==> src/rtl/prog_launcher_pkg.sv <==
// Shared definitions for the program launcher.
//   state_t  : launcher FSM states
//   PIW      : width of the program index output
//   last_idx : index of the final program in a sequence of n programs
package prog_launcher_pkg;

  localparam int PIW = 4;

  typedef enum logic [2:0] {
    IDLE,
    CORE_RST,
    START_HI,
    RUN,
    RECORD,
    FINISHED
  } state_t;

  function automatic logic [PIW-1:0] last_idx(input int n);
    return PIW'(n - 1);
  endfunction

endpackage

==> src/rtl/prog_launcher_run.sv <==
// run_timer: run-length counter for one program run.
//   clk     : clock
//   reset   : synchronous, active-high; clears the count
//   clear   : synchronous clear, wins over enable
//   enable  : count up by one this cycle
//   count   : current run length in cycles
//   hit     : count has reached TIMEOUT
// TIMEOUT is below the all-ones value, so the count never wraps while the
// owner stops counting at the hit.
module run_timer #(
  parameter int             CW      = 16,
  parameter logic [CW-1:0]  TIMEOUT = 16'hFFF0
) (
  input  logic          clk,
  input  logic          reset,
  input  logic          clear,
  input  logic          enable,
  output logic [CW-1:0] count,
  output logic          hit
);

  always_ff @(posedge clk) begin
    if (reset || clear) begin
      count <= '0;
    end else if (enable) begin
      count <= count + CW'(1);
    end
  end

  assign hit = (count == TIMEOUT);

endmodule

==> src/rtl/prog_launcher.sv <==
// prog_launcher: drives the core's reset/start handshake for a sequence of
// NUM_PROGS programs and reports the run length of each.
//   clk            : clock, all state changes on posedge
//   reset          : synchronous, active-high
//   go             : begin a sequence (sampled in IDLE and FINISHED only)
//   done_in        : core done/halt level
//   core_reset     : reset to the core, one cycle at the start of a sequence
//   start          : start request to the core, START_CYCLES cycles per launch
//   prog_idx       : index of the program currently being run
//   busy           : high outside IDLE and FINISHED
//   result_valid   : one-cycle pulse when a result is recorded
//   result_cycles  : run length of the program just completed
//   result_timeout : the recorded run was abandoned at TIMEOUT
//   all_done       : high in FINISHED
// All outputs are registered and take the value of the state being entered.
module prog_launcher
  import prog_launcher_pkg::*;
#(
  parameter int            NUM_PROGS    = 3,
  parameter int            START_CYCLES = 2,
  parameter int            CW           = 16,
  parameter logic [CW-1:0] TIMEOUT      = 16'hFFF0
) (
  input  logic           clk,
  input  logic           reset,
  input  logic           go,
  input  logic           done_in,
  output logic           core_reset,
  output logic           start,
  output logic [PIW-1:0] prog_idx,
  output logic           busy,
  output logic           result_valid,
  output logic [CW-1:0]  result_cycles,
  output logic           result_timeout,
  output logic           all_done
);

  localparam int            HW        = (START_CYCLES > 1) ? $clog2(START_CYCLES) : 1;
  localparam logic [HW-1:0] HOLD_LAST = HW'(START_CYCLES - 1);
  localparam logic [PIW-1:0] PROG_LAST = last_idx(NUM_PROGS);

  state_t        state;
  logic [HW-1:0] hold;
  logic          done_armed;
  logic [CW-1:0] count;
  logic          hit;

  // The counter sits at zero in every state but RUN, so the first RUN cycle
  // always sees count == 0 and the value at exit is the run length.
  run_timer #(
    .CW      (CW),
    .TIMEOUT (TIMEOUT)
  ) u_timer (
    .clk    (clk),
    .reset  (reset),
    .clear  (state != RUN),
    .enable (state == RUN),
    .count  (count),
    .hit    (hit)
  );

  always_ff @(posedge clk) begin
    if (reset) begin
      state          <= IDLE;
      core_reset     <= 1'b1;
      start          <= 1'b0;
      prog_idx       <= '0;
      busy           <= 1'b0;
      result_valid   <= 1'b0;
      result_cycles  <= '0;
      result_timeout <= 1'b0;
      all_done       <= 1'b0;
      hold           <= '0;
      done_armed     <= 1'b0;
    end else begin
      result_valid <= 1'b0;
      core_reset   <= 1'b0;

      case (state)
        IDLE: begin
          if (go) begin
            state      <= CORE_RST;
            core_reset <= 1'b1;
            busy       <= 1'b1;
            prog_idx   <= '0;
          end
        end

        CORE_RST: begin
          state    <= START_HI;
          start    <= 1'b1;
          hold     <= '0;
          prog_idx <= '0;
        end

        START_HI: begin
          // A done left over from the previous program must be seen low
          // before it can complete this run.
          if (!done_in) begin
            done_armed <= 1'b1;
          end
          if (hold == HOLD_LAST) begin
            state <= RUN;
            start <= 1'b0;
          end else begin
            hold <= hold + HW'(1);
          end
        end

        RUN: begin
          if (!done_in) begin
            done_armed <= 1'b1;
          end
          // Done is checked first so a done arriving on the timeout cycle
          // is reported as a normal completion.
          if (done_armed && done_in) begin
            state          <= RECORD;
            result_valid   <= 1'b1;
            result_cycles  <= count;
            result_timeout <= 1'b0;
          end else if (hit) begin
            state          <= RECORD;
            result_valid   <= 1'b1;
            result_cycles  <= count;
            result_timeout <= 1'b1;
          end
        end

        RECORD: begin
          done_armed <= 1'b0;
          if (prog_idx == PROG_LAST) begin
            state    <= FINISHED;
            busy     <= 1'b0;
            all_done <= 1'b1;
          end else begin
            state    <= START_HI;
            prog_idx <= prog_idx + PIW'(1);
            start    <= 1'b1;
            hold     <= '0;
          end
        end

        FINISHED: begin
          if (go) begin
            state      <= CORE_RST;
            core_reset <= 1'b1;
            busy       <= 1'b1;
            all_done   <= 1'b0;
            prog_idx   <= '0;
          end
        end

        default: begin
          state <= IDLE;
        end
      endcase
    end
  end

endmodule

==> config.mk <==
export PLATFORM = sky130hd
export DESIGN_NAME = prog_launcher
export DESIGN_NICKNAME = d
export VERILOG_FILES = /design/src/rtl/prog_launcher_pkg.sv /design/src/rtl/prog_launcher_run.sv /design/src/rtl/prog_launcher.sv
export SDC_FILE = /design/constraint.sdc
export NUM_CORES = 1
export LEC_CHECK = 0
export BUFFER_PORTS_ARGS = -buffer_cell sky130_fd_sc_hd__buf_2
export CELL_PAD_IN_SITES_DETAIL_PLACEMENT = 0
export CELL_PAD_IN_SITES_GLOBAL_PLACEMENT = 1
export CORE_AREA = 10 10 113 75
export DETAILED_ROUTE_END_ITERATION = 8
export DIE_AREA = 0 0 123 85
export PLACE_DENSITY = 0.84
export SLEW_MARGIN = 25
export SYNTH_ARGS = -nofsm -noshare
export SYNTH_HDL_FRONTEND = slang
export SYNTH_SLANG_ARGS = --single-unit
==> constraint.sdc <==
create_clock -name clk -period 2.3 [get_ports clk]
set_input_delay 0.23 -clock clk [delete_from_list [all_inputs] [get_ports clk]]
set_output_delay 0.23 -clock clk [all_outputs]
set_load 0.05 [all_outputs]
==> flow_summary.toml, run 1 <==
[critical_path]
timing.critical_path.required_ps = 2520
regToRegEndpoint = "result_timeout"
crit_fanout = 27
critical_path.reg2reg.startpoint = "u_timer.count[0]"
cp_top_family = "simple AND/OR/NAND/NOR gates"
setup_crit_end_kind = "register"
critical_path.cell_chain = "inv_1, ha_1, nand4bb_1, nor4_4, buf_4, a21oi_1, a211oi_1"
worst_reg_to_reg_cells = 7
timing.critical_path.buf_inv = 2
cp.arrival_ps = 2130
critPathLaunchType = "register"
r2r_setup_slack_ps = 390
critical_path.slowest_cell = "sky130_fd_sc_hd__nor4_4"
critical_path_class = "register to register"
critPathMaxStageDelay_ps = 430

[place]
place_inst = 394
dpl_cell_area_sq_um = 2740
globalplace.congestion = 0.791
place.port_buffers = 29
place_hpwl_um = 4370

[cells_and_area]
area_used_by_multi_input_combinational_logic_sq_um = 1410
final-seq-area_sq_um = 941
fin_cells = 400
area_delta_synth_final_pct = 13.2
drive_above_1_share_pct = 18.2
diodes = 0
final_area_sq_um = 2810
filler_cell_count = 623
number_of_nets_in_the_layout = 322

[timing]
worst_pin_slew_ps = 602
timing.slew.headroom_pct = 59.9
finalClockSkew_ps = 5.36
setup_violations = 0
fin_worst_hold_slack_ps = 338
min_cycle_time_layout_ps = 1910
final_max_slew_viol_count = 0
timing.fmax_ghz = 0.524
layout_worst_path_cycle_share_pct = 82.9
final-hold-violation-count = 0
setup_total_negative_slack_ps = 0
rsz0062_at_grt = "no"

[synth]
synthesis.area_per_instance_sq_um = 8.54
synth_seq_cells = 47
total_of_warnings_raised_by_yosys = 0
synth_edf_count = 0
synth_cell_type_count = 49
seq_area_frac_synth_pct = 37.9
postSynth.topFlopCell = "sky130_fd_sc_hd__dfxtp_1"
synth.cell_area_sq_um = 2480
synthCells = 291
syn-num-nets = 299
async_flop_share_pct = 0

[clock_network]
clock_tree.buffer_depth = 2
cts_hold_buffers = 0
numClockSinks = 47
h-tree-depth = 2
tritoncts = "built"
cts_buffers = 5
clk_root_buffer_cell = "sky130_fd_sc_hd__clkbuf_8"
cts.repair.resized = 0
clock_latency_ps = 300
postCtsSetupBuffers = 0
clkSlewWorstSetupHoldPaths_ps = 80

[grt]
grt-ovfl-total = 0
gr-usage-all-layers_pct = 12.2
grt_first_pass_wirelength_um = 10500
grt_pass1_vias = 1992
grt_max_degree = 42
antenna_found_initial = 0

[die]
chipWidth_um = 123
coreArea_sq_um = 6420
rows = 23
fp.dieArea_sq_um = 10500
initial_util_pct = 38.7
die_height_um = 85
pin_count = 30

[route]
1st_iter_drt_viols = 231
detail_route.first_pass.iterations = 4
dr_total_vias = 2212
wl_per_cell_um = 15.4
avgViaCountPerCell = 5.53
finalWirelength_um = 6170
post_route_ant_nets = 0
drc = 0

[worst_hold_path]
min_delay_worst_endpoint = "prog_idx[3]"
timing.hold.worst.start = "reset"
hold_path_stages = 2
hold_path_class = "input pin to register"

[run_status]
status = "complete, no violations"

[power]
p_per_area_nw_per_um2 = 732
vdd_ir_drop_max_mv = 0.365
leakage_power_figure_nw = 1.04

[job]
drv.max_cap_violation_count = 0
==> worst reg2reg max path: stages, from the launching register on <==
cell and delay [ps]:
sky130_fd_sc_hd__dfxtp_1 380, sky130_fd_sc_hd__inv_1 90, sky130_fd_sc_hd__ha_1 140, sky130_fd_sc_hd__nand4bb_1 150, sky130_fd_sc_hd__nor4_4 430, sky130_fd_sc_hd__buf_4 340
sky130_fd_sc_hd__a21oi_1 110, sky130_fd_sc_hd__a211oi_1 190
==> metrics by stage <==
step                      util [%]  setup slack, ps  power, W
after floorplan                  -              390   0.00145
after global placement        42.7              453   0.00160
after detailed placement      42.7              364   0.00160
after CTS                     43.8              378   0.00207
after global routing          43.8              157   0.00220
final                         43.8              393   0.00206
==> flip-flops by register name (all words and copies together), names as in the netlist <==
register        cells
result_valid        1
state               3
done_armed          1
start               1
core_reset          1
hold                1
result_cycles      16
all_done            1
busy                1
u_timer.count      16
result_timeout      1
prog_idx            4
==> worst max-delay path by stage <==
stage | start | cells after the start | end
CTS | u_timer.count[0] | 7 | result_cycles[1]
global placement | u_timer.count[0] | 7 | result_timeout
floorplan | prog_idx[0] | 6 | prog_idx[0]
detailed placement | u_timer.count[0] | 7 | result_timeout
finish | u_timer.count[0] | 7 | result_timeout
global route | u_timer.count[0] | 7 | result_cycles[5]
==> layout make-up <==
class	count	share of cell area (%)
Clock buffer	6	2.58
Multi-Input combinational cell	208	50.0
Inverter	12	1.60
Sequential cell	47	33.5
Timing Repair Buffer	40	8.54
Tap cell	87	3.87
==> layout by cell type (no fill, tap or decap), types with 2 or more instances in the layout <==
master,n
sky130_fd_sc_hd__a211oi_1,3
sky130_fd_sc_hd__a21oi_1,9
sky130_fd_sc_hd__a41oi_1,13
sky130_fd_sc_hd__and2_1,5
sky130_fd_sc_hd__buf_2,29
sky130_fd_sc_hd__buf_4,10
sky130_fd_sc_hd__clkbuf_8,5
sky130_fd_sc_hd__dfxtp_1,47
sky130_fd_sc_hd__ha_1,4
sky130_fd_sc_hd__inv_1,12
sky130_fd_sc_hd__mux2_2,3
sky130_fd_sc_hd__nand2_1,15
sky130_fd_sc_hd__nand2b_1,16
sky130_fd_sc_hd__nand3_1,11
sky130_fd_sc_hd__nand4_1,13
sky130_fd_sc_hd__nand4_4,2
sky130_fd_sc_hd__nor2_1,35
sky130_fd_sc_hd__nor3_1,6
sky130_fd_sc_hd__nor3b_1,4
sky130_fd_sc_hd__nor4_1,2
sky130_fd_sc_hd__o211ai_1,2
sky130_fd_sc_hd__o21ai_0,8
sky130_fd_sc_hd__o21bai_1,3
sky130_fd_sc_hd__o221a_2,2
sky130_fd_sc_hd__o311ai_0,13
sky130_fd_sc_hd__or3_1,6
sky130_fd_sc_hd__xnor2_1,10
==> Yosys cell counts, drive strengths merged, types with 3 or more instances <==
cell / instances / share of area (%)
nor3: 6 / 1.2
xnor2: 10 / 3.5
nand4: 15 / 5.0
a41oi: 13 / 4.6
o311ai: 13 / 4.6
or3: 6 / 1.5
o21ai: 8 / 1.6
nand2: 15 / 2.3
inv: 12 / 1.8
nor2: 35 / 5.3
mux2: 3 / 1.4
buf: 3 / 0.60
a211oi: 3 / 0.91
and2: 6 / 1.5
nor4: 3 / 1.4
a21oi: 9 / 1.8
nand3: 12 / 2.6
ha: 4 / 2.0
nand2b: 16 / 4.0
nor3b: 4 / 1.2
o21bai: 3 / 0.91
clkbuf: 21 / 3.2
dfxtp: 47 / 38
==> power breakdown <==
group / switching [W] / internal [W] / leakage, nW
Combinational: 0.000400 / 0.000222 / 0.621
Sequential: 0.0000916 / 0.000877 / 0.380
Clock: 0.000266 / 0.000203 / 0.0371
Total: 0.000758 / 0.00130 / 1.04
==> routing by layer <==
metal / track usage, % / up-vias / wire, um
met3: 3.97 / 6 / 386
met4: 3.90 / 0 / 82
met5: 0 / - / 0
li1: - / 1124 / -
met2: 15.5 / 57 / 2410
met1: 18.5 / 1025 / 3290
==> kinds of logic (layout without fill, tap and decap cells) <==
| family | Yosys count | after routing | synth area share, % |
|---|---|---|---|
| AND/OR/NAND/NOR | 125 | 125 | 29.2 |
| AO/OA/AOI/OAI | 64 | 64 | 19.7 |
| flip-flops | 47 | 47 | 37.9 |
| buffers and inverters | 36 | 58 | 5.59 |
| XOR/XNOR | 11 | 11 | 3.88 |
| adder cells (fa/ha/maj) | 4 | 4 | 2.01 |
| multiplexers | 4 | 4 | 1.76 |
Power figures use the tool's default switching activity.
==> run 2: changes to the inputs <==
==> constraint.sdc (replaced) <==
create_clock -name clk -period 1.81 [get_ports clk]
set_input_delay 0.181 -clock clk [delete_from_list [all_inputs] [get_ports clk]]
set_output_delay 0.181 -clock clk [all_outputs]
set_load 0.05 [all_outputs]
==> run 2 against run 1 <==
Die area is the same. Sequential share of layout area down 1.6 points. Global-route usage up 0.47 points. Final area up 6.1%. Hold slack lost 96 ps. Clock skew rose by 11 ps. Sequential power grew 25%.
==> flow_summary.toml, run 2 (synthesis results as in run 1) <==
[cells_and_area]
number_of_nets_in_the_layout = 339
drive_above_1_share_pct = 26.5
area_delta_synth_final_pct = 20.1
diodes = 0
mostFrequentLayoutCells = "40 x sky130_fd_sc_hd__dfxtp_1, 35 x sky130_fd_sc_hd__nor2_1, 29 x sky130_fd_sc_hd__buf_2"
layout.cells.most_common = "sky130_fd_sc_hd__dfxtp_1"
regs_by_ff_count = "result_cycles (16), u_timer.count (16), prog_idx (4)"

[grt]
gr-usage-all-layers_pct = 12.7
grt_max_degree = 24
grt_first_pass_wirelength_um = 11100
antenna_found_initial = 0
grt-ovfl-total = 0
grt_pass1_vias = 2116

[die]
rows = 23
coreArea_sq_um = 6420
fp.dieArea_sq_um = 10500
pin_count = 30
chipWidth_um = 123
initial_util_pct = 38.7
die_height_um = 85

[power]
p_per_area_nw_per_um2 = 930
vdd_ir_drop_max_mv = 0.420
leakage_power_figure_nw = 1.15

[run_status]
status = "complete, no violations"

[critical_path]
critical_path.reg2reg.startpoint = "u_timer.count[8]"
timing.critical_path.mode_cell = "sky130_fd_sc_hd__buf_4"
critPathMaxStageDelay_ps = 480
setup_crit_end_kind = "register"
critical_path_class = "register to register"
critical_path.slowest_cell = "sky130_fd_sc_hd__dfxtp_1"
timing.critical_path.buf_inv = 2
cp_num_cells = 6
critPathLaunchType = "register"
cp_top_family = "flip-flops"
timing.critical_path.required_ps = 1990
critical_path.cell_chain = "nand4_4, buf_4, nor4_4, buf_4, mux2i_1, a311o_1"
cp.arrival_ps = 1900
r2r_setup_slack_ps = 90
worst_reg_to_reg_cells = 6
regToRegEndpoint = "result_cycles[10]"
crit_fanout = 6

[clock_network]
clkSlewWorstSetupHoldPaths_ps = 100
h-tree-depth = 2
numClockSinks = 47
postCtsSetupBuffers = 0
clock_tree.buffer_depth = 2
cts_buffers = 5
clk_root_buffer_cell = "sky130_fd_sc_hd__clkbuf_8"
tritoncts = "built"
cts_hold_buffers = 0
clock_latency_ps = 300

[timing]
min_cycle_time_layout_ps = 1720
final_max_slew_viol_count = 0
setup_violations = 0
final-hold-violation-count = 0
rsz0062_at_grt = "no"
layout_worst_path_cycle_share_pct = 95.3
setup_total_negative_slack_ps = 0
timing.slew.headroom_pct = 72.9
worst_pin_slew_ps = 397
finalClockSkew_ps = 16.2
worst_slack_ps = 85.1
timing.fmax_ghz = 0.580

[place]
place_hpwl_um = 4830
detailedPlace.worstSlack_ps = 72.7
place.port_buffers = 29
globalplace.congestion = 0.841

[worst_hold_path]
hold_path_class = "input pin to register"
hold_path_stages = 2
timing.hold.worst.start = "reset"
min_delay_worst_endpoint = "done_armed"

[route]
top_layer = "met4"
drc = 0
met1_length_um = 3490
detail_route.first_pass.iterations = 4
met2_wire_len_um = 2720
1st_iter_drt_viols = 125
wl_per_cell_um = 15.5
finalWirelength_um = 6510
dr_total_vias = 2290
avgViaCountPerCell = 5.47
wl_met3_um = 257
post_route_ant_nets = 0

[job]
drv.max_cap_violation_count = 0
-- run 2: changes by cell type in the layout (fill, tap and decap cells not counted), sizes merged --
cell and delta:
buf +17, clkinv +2, clkbuf -1, inv +1
-- run 2: where the power goes --
part | internal, W | switching (W)
sequential | 0.00112 | 0.0000899
combinational | 0.000340 | 0.000563
clock | 0.000278 | 0.000389
-- run 2: through the flow --
stage               area, sq um  cells  util [%]  hold WS (ps)  total power [W]
floorplan                  2490    291         -           431          0.00184
global placement           2870    411      44.7           498          0.00211
detailed placement         2870    411      44.7           500          0.00212
CTS                        2960    419      46.1           235          0.00278
global route               2990    419      46.5           276          0.00295
finish                     2990    419      46.5           242          0.00278
-- run 2: worst max-delay path by stage --
stage | start | endpoint | slack [ps]
final | u_timer.count[8] | result_cycles[10] | 90
after detailed placement | state[0] | u_timer.count[15] | 70
after global placement | state[0] | u_timer.count[15] | 110
after floorplan | prog_idx[0] | prog_idx[0] | 90
after global routing | u_timer.count[8] | result_timeout | 0.8
after CTS | state[0] | u_timer.count[15] | 40
-- run 2: per-layer routing --
layer  vias up  track usage (%)
met5         -                0
met4         0             3.06
met3         2             2.71
met2        45             17.9
met1      1080             18.9
li1       1163                -
-- run 2: area by class of cell --
| cell class | count | area [sq um] |
|---|---|---|
| repair buffers | 57 | 368 |
| fillers | 627 | 3430 |
| multi-input cells | 208 | 1420 |
| inverters | 12 | 45.0 |
| well taps | 87 | 109 |
| clock inverters | 3 | 22.5 |
| clock buffers | 5 | 68.8 |
| flip-flops and latches | 47 | 950 |
-- run 2: worst reg2reg max path: cells and delay by family, from the launching register on --
family	cells	cell delay (ps)
AO/OA/AOI/OAI	1	320
buffers and inverters	2	380
flip-flops	1	480
multiplexers	1	70
AND/OR/NAND/NOR	2	380
-- run 2: repair_timing --
action | CTS | global route
endpoints found under the setup margin | 0 | 18
hold endpoints to repair | 0 | 0
gates resized for setup | 0 | 9
